[src/rtl/branch_resolver.sv]
// rtl/branch_resolver.sv - RISC-V conditional-branch resolution stage with a one-entry
// valid/ready output register and saturating branch/mispredict statistics.
module branch_resolver #(
    parameter int CNT_W = 16
) (
    input  logic             clk,
    input  logic             reset,
    input  logic             inValid,
    output logic             inReady,
    input  logic             negative,
    input  logic             zero,
    input  logic             overflow,
    input  logic             carry,
    input  logic [2:0]       funct3,
    input  logic [31:0]      pc,
    input  logic [31:0]      imm,
    input  logic             predTaken,
    input  logic             flush,
    output logic             outValid,
    input  logic             outReady,
    output logic             taken,
    output logic [31:0]      target,
    output logic             mispredict,
    output logic             illegal,
    output logic [CNT_W-1:0] branchCount,
    output logic [CNT_W-1:0] mispredictCount
);

    typedef enum logic {
        EMPTY = 1'b0,
        FULL  = 1'b1
    } state_t;

    localparam logic [CNT_W-1:0] CNT_MAX = '1;

    state_t             state_q;
    logic               taken_q;
    logic [31:0]        target_q;
    logic               misp_q;
    logic               illegal_q;
    logic [CNT_W-1:0]   bcnt_q;
    logic [CNT_W-1:0]   mcnt_q;

    logic               taken_d;
    logic [31:0]        target_d;
    logic               misp_d;
    logic               illegal_d;
    logic [CNT_W-1:0]   bcnt_d;
    logic [CNT_W-1:0]   mcnt_d;

    logic               accept;
    logic               deliver;
    logic               signed_lt;

    assign outValid        = (state_q == FULL);
    assign inReady         = !outValid || outReady;
    assign accept          = inValid && inReady;
    assign deliver         = outValid && outReady;
    assign signed_lt       = negative ^ overflow;

    assign taken           = taken_q;
    assign target          = target_q;
    assign mispredict      = misp_q;
    assign illegal         = illegal_q;
    assign branchCount     = bcnt_q;
    assign mispredictCount = mcnt_q;

    // Branch condition decode from the flags of op1 - op2.
    always_comb begin
        taken_d   = 1'b0;
        illegal_d = 1'b0;
        case (funct3)
            3'b000:  taken_d = zero;
            3'b001:  taken_d = !zero;
            3'b100:  taken_d = signed_lt;
            3'b101:  taken_d = !signed_lt;
            3'b110:  taken_d = carry;
            3'b111:  taken_d = !carry;
            default: illegal_d = 1'b1;
        endcase
        target_d = taken_d ? (pc + imm) : (pc + 32'd4);
        misp_d   = !illegal_d && (taken_d ^ predTaken);
    end

    // Statistics advance on the result leaving the stage, sticking at all-ones.
    always_comb begin
        bcnt_d = bcnt_q;
        mcnt_d = mcnt_q;
        if (deliver) begin
            if (bcnt_q != CNT_MAX) begin
                bcnt_d = bcnt_q + 1'b1;
            end
            if (misp_q && (mcnt_q != CNT_MAX)) begin
                mcnt_d = mcnt_q + 1'b1;
            end
        end
    end

    always_ff @(posedge clk or posedge reset) begin
        if (reset) begin
            state_q   <= EMPTY;
            taken_q   <= 1'b0;
            target_q  <= 32'd0;
            misp_q    <= 1'b0;
            illegal_q <= 1'b0;
            bcnt_q    <= '0;
            mcnt_q    <= '0;
        end else if (flush) begin
            // Flush wins over both handshakes: entry dropped, nothing counted.
            state_q <= EMPTY;
        end else begin
            bcnt_q <= bcnt_d;
            mcnt_q <= mcnt_d;
            case (state_q)
                EMPTY: begin
                    if (accept) begin
                        state_q <= FULL;
                    end
                end
                FULL: begin
                    if (deliver && !accept) begin
                        state_q <= EMPTY;
                    end
                end
                default: state_q <= EMPTY;
            endcase
            if (accept) begin
                taken_q   <= taken_d;
                target_q  <= target_d;
                misp_q    <= misp_d;
                illegal_q <= illegal_d;
            end
        end
    end

endmodule

[config.mk]
export PLATFORM = sky130hd
export DESIGN_NAME = branch_resolver
export DESIGN_NICKNAME = d
export VERILOG_FILES = /design/src/rtl/branch_resolver.sv
export SDC_FILE = /design/constraint.sdc
export NUM_CORES = 1
export LEC_CHECK = 0
export CAP_MARGIN = 20
export CELL_PAD_IN_SITES_DETAIL_PLACEMENT = 0
export CELL_PAD_IN_SITES_GLOBAL_PLACEMENT = 1
export CORE_MARGIN = 5
export CORE_UTILIZATION = 30
export CTS_CLUSTER_SIZE = 20
export DETAILED_ROUTE_END_ITERATION = 6
export PLACE_DENSITY = 0.71
export SYNTH_ARGS = -nofsm -noshare
export SYNTH_HDL_FRONTEND = slang
export SYNTH_SLANG_ARGS = --single-unit
export TNS_END_PERCENT = 10
[constraint.sdc]
create_clock -name clk -period 2.2 [get_ports clk]
set_input_delay 0.22 -clock clk [delete_from_list [all_inputs] [get_ports clk]]
set_output_delay 0.22 -clock clk [all_outputs]
set_load 0.03 [all_outputs]
Word-level counts from Yosys, hierarchy flattened
Cells that the tools add are included.
Word-level totals
  output and inout port bits: 69
  register bits: 68
  logic and storage cells: 45
Operators by class
  add/subtract/negate cells: 4
  bitwise operators: 4
  mux-type cells: 7
  reductions and logical operators: 16
  equality and inequality tests: 7
Operators with widths (count)
  $add A16 B1 Y16 const B: 2
  $add A32 B3 Y32 const B: 1
  $add A32 B32 Y32: 1
  $mux W32: 1
  $ne A16 B16 Y1 const B: 2
  $eq A3 B3 Y1 const B: 4
  $pmux W1 S6: 1
  $reduce_and A3 Y1: 2
  $reduce_or A6 Y1: 1
  $logic_and A1 B1 Y1: 5
  $logic_not A1 Y1: 5
  $mux W1: 4
  $eq A3 B1 Y1 const B: 1
  $logic_not A3 Y1: 1
  $not A1 Y1: 2
  $pmux W1 S2: 1
  $reduce_and A2 Y1: 1
  $xor A1 B1 Y1: 2
  $logic_or A1 B1 Y1: 1

Logic depth before layout (Yosys ltp)
Gate-level depths: netlist of the first run.
  depth in word-level cells: 8
  depth in mapped cells: 10

Worst setup path after synthesis of the first run
Ideal clock, no wire load.
  kind: input port to flip-flop
  from: input port pc[0]
  to: register target_q[18], in the netlist target[18]
  data required time: 2.133 ns
  stages: 10
  library setup time: 0.067 ns
  buffers on the path: 0
  arrival time: 2.260 ns
  path slack: -0.127 ns
  path through: ha_1 -> fa_1 -> a21oi_1 -> nand4b_1 -> a21boi_2 -> a211oi_2 -> o21ai_2 -> a41oi_1 -> mux2_1 -> nand2_1
On the way
  longest elaborated chain between the ends: 2
  elaborated cells on any way between the ends: 3
Ends and longest elaborated chain
  start, declared: RTL line 15  | input logic [31:0] pc,
  $add A32 B3 Y32 / $add A32 B32 Y32 (equally long branches): RTL line 81  | target_d = taken_d ? (pc + imm) : (pc + 32'd4);
  $mux W32 (*): RTL line 81
  end signal, assigned: RTL line 129  | target_q <= target_d;
  end, declared: RTL line 38  | logic [31:0] target_q;
Mark *: on every way between the ends. The rest lies on a longest branch, timed or not.
A chain may end at the register's enable or synchronous reset.

Worst setup path after layout of the first run
  from: input port pc[15]
  to: register target_q[31], in the netlist target[31]
The elaborated chain is that of the path after synthesis.

==> impl_metrics.json, run 1 <==
{
  "grt.total_usage": 0.178,
  "ys_seq_area_frac": 0.315,
  "die_area_mm2": 0.0208,
  "drt_iter0_drc": 204,
  "clk_pin_slew_ns": 0.06,
  "fp-row-count": 49,
  "p_leak_nw": 3.96,
  "num_antenna_cells": 0,
  "drive_gt1_frac": 0.290,
  "synth_edf_count": 0,
  "synthCells": 620,
  "r2r-end": "mispredictCount[13]$_DFFE_PP0P_",
  "ios": 146,
  "root_buffer": "clkbuf_16",
  "grt_pass1_vias": 5741,
  "worst_setup_path_start_kind": "input port",
  "hold_violations": 0,
  "ir_drop_mv": 0.709,
  "crit_buf_inv": 1,
  "mostFrequentLayoutCells": "buf_4 (156), clkdlybuf4s50_1 (112), dfrtp_1 (68), nand2_1 (63), xnor2_1 (47)",
  "ys_async_sr_fraction": 1.00,
  "hold_class": "in2reg",
  "r2r_start": "mispredictCount[4]$_DFFE_PP0P_",
  "cts_tree": "done",
  "dp_hpwl_um": 14900,
  "synth_top_flop_cell": "dfrtp_1",
  "final_common_cell": "buf_4",
  "ys_ff_latch": 68,
  "drc": 0,
  "avgRoutedWirePerCell_um": 16.6,
  "final_nets": 1024,
  "cp_slowest_cell": "clkdlybuf4s50_1",
  "status": "finished clean",
  "worst-path-stages": 10,
  "gp_congestion": 0.890,
  "hold_start": "pc[0]",
  "powerDensity_mw_per_mm2": 621,
  "path_delay_family": "compound AO/OA/AOI/OAI gates",
  "syn_nets": 732,
  "cp.arrival_ns": 2.45,
  "worst_pin_slew_ns": 0.399,
  "rsz0062_at_grt": "yes",
  "initial_core_util": 0.303,
  "critPathMostFrequentCell": "o21ai_2",
  "end_kind": "flip-flop",
  "gr-total-overflow": 0,
  "fp.dieW_um": 144,
  "r2r_cells": 8,
  "hold_end": "target[0]$_DFFE_PP0P_",
  "syn_to_final_growth_pct": 66.8,
  "die_h_um": 144,
  "cap_violations": 0,
  "setup_viol": 0,
  "ys_warn_count": 0,
  "viasPerCell": 4.95,
  "ant_nets": 0,
  "hold_buffers": 0,
  "required_ns": 2.46,
  "clkLatencyLatePin_ns": 0.33,
  "max_slew_margin": 0.733,
  "io_buffers": 145,
  "fmax_ghz": 0.456,
  "syn_area_mm2": 0.00540,
  "avgSynthCellArea_um2": 8.71,
  "clock-sinks": 68,
  "p_total_w": 0.00559,
  "holdPathStages": 3,
  "cts_max_path_buffers": 2,
  "via_count": 5675,
  "post-route-min-period_ns": 2.19,
  "crit_path_max_incr_delay_ns": 0.44,
  "firstDrtPassIters": 5,
  "h-tree-depth": 3,
  "drv_slew": 0,
  "crit_chain": "clkdlybuf4s50_1 > ha_1 > a21oi_4 > o21ai_2 > a31oi_2 > o21ai_2 > a41oi_4 > o21bai_1 > a311oi_2 > mux2i_1",
  "critPathKind": "in2reg",
  "nFillCells": 1609,
  "antenna_found_initial": 0,
  "numCtsBuffers": 9,
  "clock_skew_ns": 0.00577,
  "period_share": 0.996,
  "grt_max_degree": 69,
  "cp_max_fo": 3,
  "core_area_mm2": 0.0178,
  "grt_pass1_wl_um": 29700,
  "synth_cell_types": 73,
  "totalWireLength_um": 19100,
  "rrSetupSlack_ns": 0.13,
  "post-route-util": 0.505
}
[state kept, by name (all words and copies together), names as in the netlist]
name	count
illegal	1
mispredict	1
outValid	1
taken	1
target	32
mispredictCount	16
branchCount	16
[through the flow]
stage	area [um2]	TNS (ns)	instances	hold WS (ns)	setup WS, ns
after floorplan	5420	0	620	0.286	0.00233
after global placement	8170	-9.89	1118	0.470	-0.597
after detailed placement	8170	-11.11	1118	0.470	-0.667
after CTS	8700	-0.0125	1140	0.309	-0.00689
after global routing	9000	-0.266	1146	0.280	-0.0988
final	9000	0	1146	0.253	0.00929
[routing by layer]
layer  share of wire  GRT usage
met3           0.045     0.0188
met2            0.49      0.302
met1            0.45      0.239
met4           0.021     0.0530
met5               0          0
[cells by family after synthesis]
logic type               count (synthesis)  synth area share
multiplexers                            13            0.0260
buffers and inverters                   38            0.0290
AO/OA/AOI/OAI                          161             0.205
flip-flops                              68             0.315
adder cells (fa/ha/maj)                 35            0.0825
AND/OR/NAND/NOR                        221             0.206
XOR/XNOR                                84             0.136
[synthesized netlist by cell type (5+ instances only)]
library cell   n  area [um2]
nand4_1       14        87.6
o21ai_0       39         195
xnor2_1       48         420
and2_1         7        43.8
nor3_1        14        70.1
and4_1         5        43.8
o21ai_1        6        30.0
clkbuf_1      13        48.8
nor2b_1        5        31.3
nor2_1        46         173
a21o_1         7        52.6
nand3_1       31         155
dfrtp_1       68        1700
inv_1         16        60.1
xor2_1        36         315
and3_1        12        75.1
mux2i_1        8        80.1
ha_1          34         425
buf_2          5        25.0
a21oi_1       41         205
a22oi_1        9        67.6
nand2_1       64         240
[repair_timing]
item,CTS,global route
endpoints found under the setup margin,15,20
pin swaps,41,42
gates resized for setup,57,62
buffers inserted,6,6
[final cells by class]
cell class / instances / area [um2] / area share
clock inverters: 4 / 47.5 / 0.00528
inverters: 16 / 60.1 / 0.00667
multi-input cells: 514 / 4020 / 0.446
flip-flops and latches: 68 / 1700 / 0.189
well taps: 229 / 287 / 0.0318
clock buffers: 12 / 256 / 0.0285
repair buffers: 303 / 2640 / 0.293
[power by group]
group | switching [W] | leakage, nW | internal, W
Sequential | 0.000176 | 0.865 | 0.00145
Clock | 0.000532 | 0.149 | 0.000935
Combinational | 0.00131 | 2.95 | 0.00118
[tightest hold or removal path: cells and delay by family]
kind	cells	cell delay, ns
compound gates	1	0.13
buf+inv	1	0.12
mux	1	0.07
[how the worst max path moves through the flow]
stage / slack, ns / end / start
floorplan: 0.002 / target[30]$_DFFE_PP0P_ / pc[0]
global placement: -0.60 / target[30]$_DFFE_PP0P_ / pc[0]
detailed placement: -0.67 / target[30]$_DFFE_PP0P_ / pc[0]
CTS: -0.007 / target[31]$_DFFE_PP0P_ / pc[16]
global route: -0.1 / target[31]$_DFFE_PP0P_ / pc[15]
finish: 0.009 / target[31]$_DFFE_PP0P_ / pc[15]
No activity file was read; power rests on OpenSTA's default activity.
==> run 2: changes to the inputs <==
--- a/config.mk
+++ b/config.mk
@@ -10,7 +10,6 @@
 export CELL_PAD_IN_SITES_GLOBAL_PLACEMENT = 1
 export CORE_MARGIN = 5
 export CORE_UTILIZATION = 30
-export CTS_CLUSTER_SIZE = 20
 export DETAILED_ROUTE_END_ITERATION = 6
 export PLACE_DENSITY = 0.71
 export SYNTH_ARGS = -nofsm -noshare
==> results of run 2 <==
Same layout as run 1: the final DEF is identical, and so are final timing and power.
